[src/rtl/wakeup_broadcast.sv]
// ---------------------------------------------------------------------------
// wakeup_broadcast
//
// Completion side of the scheduler wakeup matrix. Each reservation-station
// entry that select issues is timed by its functional-unit latency. When the
// op is one cycle from completing, a one-cycle wakeup bit is broadcast on
// ready_mask. After completion the entry is freed through a single retire
// port, one entry per cycle, lowest index first.
//
// Handshake: there is no valid/ready handshake. grant_valid is a single-cycle
// strobe that is sampled on every rising edge, and there is no backpressure.
// A grant to an entry that is not IDLE is dropped and sets err_busy.
// ready_mask and retire_valid are one-cycle pulses that the consumer must
// take in the cycle they are asserted.
//
// Ports:
//   clk          in   clock, rising edge
//   rst_n        in   asynchronous active-low reset
//   grant_valid  in   select issued an op this cycle
//   grant        in   RS entry issued
//   grant_fu     in   FU pipe executing the op
//   grant_lat    in   execution latency (0 -> 1, >MAX_LAT -> MAX_LAT)
//   flush        in   discard all in-flight ops
//   ready_mask   out  wakeup broadcast, bit = fu*RS_ENTRIES + entry
//   retire_entry out  entry being freed (holds its value when idle)
//   retire_valid out  retire_entry is valid this cycle
//   err_busy     out  sticky: a grant hit an entry already in flight
// ---------------------------------------------------------------------------
module wakeup_broadcast #(
  parameter int RS_ENTRIES = 8,
  parameter int NUM_FUS    = 2,
  parameter int MAX_LAT    = 4,
  localparam int EW = $clog2(RS_ENTRIES),
  localparam int FW = $clog2(NUM_FUS),
  localparam int LW = $clog2(MAX_LAT + 1),
  localparam int MW = RS_ENTRIES * NUM_FUS
) (
  input  logic          clk,
  input  logic          rst_n,
  input  logic          grant_valid,
  input  logic [EW-1:0] grant,
  input  logic [FW-1:0] grant_fu,
  input  logic [LW-1:0] grant_lat,
  input  logic          flush,
  output logic [MW-1:0] ready_mask,
  output logic [EW-1:0] retire_entry,
  output logic          retire_valid,
  output logic          err_busy
);

  typedef enum logic [1:0] {
    S_IDLE = 2'd0,
    S_EXEC = 2'd1,
    S_DONE = 2'd2
  } entry_state_t;

  // Per-entry state. cnt_q holds the number of rising edges left until the
  // entry leaves EXEC; it moves to DONE on the edge where cnt_q == 1.
  entry_state_t  state_q [RS_ENTRIES];
  entry_state_t  state_d [RS_ENTRIES];
  logic [LW-1:0] cnt_q   [RS_ENTRIES];
  logic [LW-1:0] cnt_d   [RS_ENTRIES];
  logic [FW-1:0] fu_q    [RS_ENTRIES];
  logic [FW-1:0] fu_d    [RS_ENTRIES];

  logic [MW-1:0] ready_d;
  logic [EW-1:0] retire_entry_d;
  logic          retire_valid_d;
  logic          err_busy_d;
  logic [LW-1:0] eff_lat;
  logic          grant_busy;

  always_comb begin
    state_d        = state_q;
    cnt_d          = cnt_q;
    fu_d           = fu_q;
    ready_d        = '0;
    retire_entry_d = retire_entry;
    retire_valid_d = 1'b0;
    err_busy_d     = err_busy;

    if (grant_lat == '0) begin
      eff_lat = LW'(1);
    end else if (grant_lat > LW'(MAX_LAT)) begin
      eff_lat = LW'(MAX_LAT);
    end else begin
      eff_lat = grant_lat;
    end

    // The entry currently on the retire port is still DONE, so a grant to it
    // in the same cycle is counted as busy.
    grant_busy = grant_valid && (state_q[grant] != S_IDLE);

    // The entry presented on the retire port this cycle is freed at this edge.
    if (retire_valid) begin
      state_d[retire_entry] = S_IDLE;
    end

    for (int e = 0; e < RS_ENTRIES; e++) begin
      if (state_q[e] == S_EXEC) begin
        if (cnt_q[e] == LW'(1)) begin
          state_d[e] = S_DONE;
        end else begin
          cnt_d[e] = cnt_q[e] - LW'(1);
        end
      end
    end

    if (grant_valid && !grant_busy) begin
      state_d[grant] = S_EXEC;
      cnt_d[grant]   = eff_lat;
      fu_d[grant]    = grant_fu;
    end

    if (flush) begin
      for (int e = 0; e < RS_ENTRIES; e++) begin
        state_d[e] = S_IDLE;
      end
    end else if (grant_busy) begin
      err_busy_d = 1'b1;
    end

    // Broadcast in the cycle before the entry reaches DONE: that is exactly
    // the entries that will be in EXEC with one edge left after this edge.
    // An L=1 grant lands here directly with cnt_d == 1.
    for (int f = 0; f < NUM_FUS; f++) begin
      for (int e = 0; e < RS_ENTRIES; e++) begin
        ready_d[f*RS_ENTRIES + e] = (state_d[e] == S_EXEC) &&
                                    (cnt_d[e] == LW'(1)) &&
                                    (fu_d[e] == FW'(f));
      end
    end

    // Present the lowest-index DONE entry. A descending scan leaves the
    // lowest index as the final assignment.
    for (int e = RS_ENTRIES - 1; e >= 0; e--) begin
      if (state_d[e] == S_DONE) begin
        retire_valid_d = 1'b1;
        retire_entry_d = EW'(e);
      end
    end
  end

  always_ff @(posedge clk or negedge rst_n) begin
    if (!rst_n) begin
      for (int e = 0; e < RS_ENTRIES; e++) begin
        state_q[e] <= S_IDLE;
        cnt_q[e]   <= '0;
        fu_q[e]    <= '0;
      end
      ready_mask   <= '0;
      retire_entry <= '0;
      retire_valid <= 1'b0;
      err_busy     <= 1'b0;
    end else begin
      state_q      <= state_d;
      cnt_q        <= cnt_d;
      fu_q         <= fu_d;
      ready_mask   <= ready_d;
      retire_entry <= retire_entry_d;
      retire_valid <= retire_valid_d;
      err_busy     <= err_busy_d;
    end
  end

endmodule

[config.mk]
export PLATFORM = sky130hd
export DESIGN_NAME = wakeup_broadcast
export DESIGN_NICKNAME = d
export VERILOG_FILES = /design/src/rtl/wakeup_broadcast.sv
export SDC_FILE = /design/constraint.sdc
export NUM_CORES = 1
export LEC_CHECK = 0
export ABC_AREA = 1
export BUFFER_PORTS_ARGS = -buffer_cell sky130_fd_sc_hd__buf_2
export CAP_MARGIN = 20
export CORE_MARGIN = 1.5
export CORE_UTILIZATION = 29
export CTS_CLUSTER_SIZE = 12
export DETAILED_ROUTE_END_ITERATION = 7
export GPL_TIMING_DRIVEN = 0
export PLACE_DENSITY = 0.42
export REMOVE_ABC_BUFFERS = 1
export SLEW_MARGIN = 20
export SYNTH_ARGS = -nofsm -noshare
export SYNTH_HDL_FRONTEND = slang
export SYNTH_SLANG_ARGS = --single-unit
[constraint.sdc]
create_clock -name clk -period 3.4 [get_ports clk]
set_input_delay 0.17 -clock clk [delete_from_list [all_inputs] [get_ports clk]]
set_output_delay 0.17 -clock clk [all_outputs]
set_load 0.005 [all_outputs]
==> impl_metrics.json <==
{
  "cts_tree": "built",
  "use_met3_pct": 3.35,
  "final_hold_viol_count": 0,
  "setup_violations": 0,
  "grt-busiest-layer": "met2",
  "cp-end-kind": "flop",
  "syn_area_per_cell_um2": 7.96,
  "drive_gt1_share_pct": 17.0,
  "worst_pin_slew_ps": 668,
  "coreArea_mm2": 0.0134,
  "post-route-min-period_ps": 1960,
  "skew_ps": 3.64,
  "yosys_most_used_dff": "dfrtp_1",
  "worstSetupPathType": "reg -> reg",
  "p_leak_uw": 0.00230,
  "status": "completed",
  "grt.total_usage_pct": 14.3,
  "critPathTopFamily": "simple AND/OR/NAND/NOR gates",
  "syn_inst": 505,
  "seq_area_frac_synth_pct": 43.0,
  "async_flop_share_pct": 100,
  "nets": 572,
  "gr-total-overflow": 0,
  "ctsHtreeMaxLevel": 3,
  "hold_path.class": "in -> reg",
  "cp_cell_sequence": "inv_1 > nand2_1 > nand3_1 > nand2_1 > nor2_4 > nand4_2 > nand3_1 > nand2_1 > nor2_2 > a21oi_1 > nand2_1 > nand2_1",
  "dieArea_mm2": 0.0146,
  "area_delta_synth_final_pct": 16.0,
  "crit_top_cell": "nand2_1",
  "ctsHoldBuffers": 1,
  "grtUsageMet1_pct": 19.9,
  "pre_cts_slack_ps": 1140,
  "gp_congestion": 0.779,
  "die-width_um": 121,
  "fin_area_mm2": 0.00466,
  "slew_headroom_pct": 55.5,
  "grt_pass1_vias": 3170,
  "path_buf_inv": 1,
  "drv_slew": 0,
  "clkTransAtPathRegs_ps": 50,
  "ioPinCount": 32,
  "clockBufferDepth": 2,
  "cts_sinks": 69,
  "crit_fanout": 8,
  "nFillCells": 1438,
  "antenna_found_initial": 0,
  "grt_max_degree": 41,
  "dr.pass1.iters": 5,
  "synth_warnings": 0,
  "ys_seq_elements": 69,
  "cp_data_arrival_time_ps": 2190,
  "power_density_mw_per_mm2": 647,
  "hold_path_startpoint": "grant_lat[2]",
  "reg2regPathDepth": 12,
  "grt_pass1_wl_um": 15800,
  "maxCapViolCount": 0,
  "worstPathRequired_ps": 3630,
  "wire_per_inst_um": 12.8,
  "clock-root-buffer": "clkbuf_16",
  "rows": 42,
  "r2r_slack_ps": 1440,
  "whs_path_depth": 3,
  "placed_cell_area_mm2": 0.00439,
  "die_y_um": 121,
  "start_util_pct": 30.0,
  "worstHoldEndpoint": "cnt_q[2]$_DFF_PN0_",
  "timing.rr.start": "state_q[2]$_DFF_PN0_",
  "syn-cell-area_mm2": 0.00402,
  "fin_setup_tns_ps": 0,
  "portBuffers": 31,
  "numCtsBuffers": 9,
  "drtIter0Drc": 137,
  "fin_crit_sh_pct": 57.7,
  "hpwlAfterDp_um": 6820,
  "grt_util_met2_pct": 21.2,
  "slowest_delay_ps": 380,
  "fmax_mhz": 510,
  "vias_per_cell": 4.30,
  "drt_wl_total_um": 9290,
  "crit_slowest_cell": "dfrtp_1",
  "drcViolationCount": 0,
  "vias": 3110,
  "insertedDiodeCount": 0,
  "clk_latency_ps": 330,
  "synth_edf_count": 0,
  "ys_types": 35,
  "cts.repair.resized": 0,
  "post-cts-setup-buffer-count": 0,
  "final.setup.worst_slack_ps": 1440,
  "ant_nets": 0,
  "timing.rr.end": "retire_entry[0]$_DFFE_PN0P_",
  "critPathLaunchType": "flop",
  "ir_drop_uv": 220,
  "grt_setup_unrepaired": "no"
}
[logic make-up (layout without fill, tap and decap cells)]
logic type / after synthesis / count (layout) / share of synthesized area [%]
fa+ha+maj: 16 / 16 / 4.98
buf+inv: 105 / 148 / 10.5
mux: 2 / 2 / 0.498
xor+xnor: 11 / 11 / 2.40
simple gates: 232 / 232 / 28.0
flops: 69 / 69 / 43.0
compound gates: 70 / 70 / 10.7
[cells in the mapped netlist, types with 2 or more instances]
master	count	area, um2
inv_2	4	15.0
nor2_1	56	210
xor2_1	10	87.6
nand2_1	115	432
nor2_4	4	45.0
buf_6	2	22.5
a21oi_2	7	61.3
clkbuf_1	2	7.51
mux2i_1	2	20.0
nand2_2	2	12.5
a21oi_1	17	85.1
nand3_1	18	90.1
ha_1	16	200
nand4_1	2	12.5
nor3_1	13	65.1
nand3_4	7	123
o21ai_0	19	95.1
a21o_1	3	22.5
o21ai_1	9	45.0
nor2_2	4	25.0
nor3_2	9	90.1
o21ai_2	8	70.1
inv_1	96	360
dfrtp_1	69	1730
[per-layer routing]
metal | part of all wire [%] | routed length (um)
met3 | 3.9 | 362
met1 | 51 | 4740
met5 | 0 | 0
met4 | 1.9 | 174
met2 | 43 | 4010
[flip-flops by register name, summed over array words and instances, names as in the netlist]
| register | cells |
|---|---|
| ready_mask | 16 |
| cnt_q | 24 |
| retire_entry | 3 |
| fu_q | 8 |
| state_q | 16 |
| err_busy | 1 |
| retire_valid | 1 |
[through the flow]
step | total power [uW] | cells | hold slack, ps | utilization [%]
global placement | 2160 | 708 | 464 | 32.6
finish | 3010 | 724 | 148 | 34.8
floorplan | 1920 | 501 | -126 | -
global route | 3290 | 724 | 162 | 34.8
detailed placement | 2180 | 709 | 141 | 32.7
CTS | 3060 | 724 | 137 | 34.8
[layout by cell type, fill, tap and decap left out, drive strengths merged]
cell type / count
clkbuf: 12
buf: 32
xor2: 10
dfrtp: 69
a21o: 3
o21a: 1
a31o: 1
clkinv: 3
nand3: 25
a31oi: 1
nor3: 22
a21boi: 1
a211oi: 1
inv: 100
o21bai: 1
a21oi: 24
xnor2: 1
mux2i: 2
nor2: 64
o22ai: 1
dlygate4sd3: 1
and2: 1
ha: 16
nand4: 3
o21ai: 36
nand2: 117
[report_power, final]
part	internal [uW]	switching, uW	total [uW]
clock network	522	335	857
registers	1020	137	1160
logic	380	618	999
[final cells by class]
cell class	instances	area, um2	share of cell area (%)
multi-input cells	331	1870	40.1
flip-flops and latches	69	1730	37.0
inverters	101	392	8.40
clock buffers	12	256	5.50
well taps	176	220	4.72
repair buffers	33	188	4.02
clock inverters	2	10.0	0.215
[worst reg2reg max path, cell delays in order, from the launching register on]
cell     delay [ps]
dfrtp_1         380
inv_1            90
nand2_1          60
nand3_1         100
nand2_1          80
nor2_4          170
nand4_2         270
nand3_1         210
nand2_1         100
nor2_2          180
a21oi_1          90
nand2_1          60
nand2_1          50
[worst max-delay path by stage]
stage	start	endpoint	slack, ps	depth (start not counted)
final	state_q[2]$_DFF_PN0_	retire_entry[0]$_DFFE_PN0P_	1440	12
after global placement	grant[0]	ready_mask[3]$_DFF_PN0_	1140	14
after global routing	state_q[12]$_DFF_PN0_	retire_entry[0]$_DFFE_PN0P_	1200	12
after floorplan	state_q[2]$_DFF_PN0_	ready_mask[10]$_DFF_PN0_	1750	13
after detailed placement	grant[0]	ready_mask[3]$_DFF_PN0_	1140	14
after CTS	state_q[2]$_DFF_PN0_	retire_entry[0]$_DFFE_PN0P_	1440	12
Power figures use the tool's default switching activity.
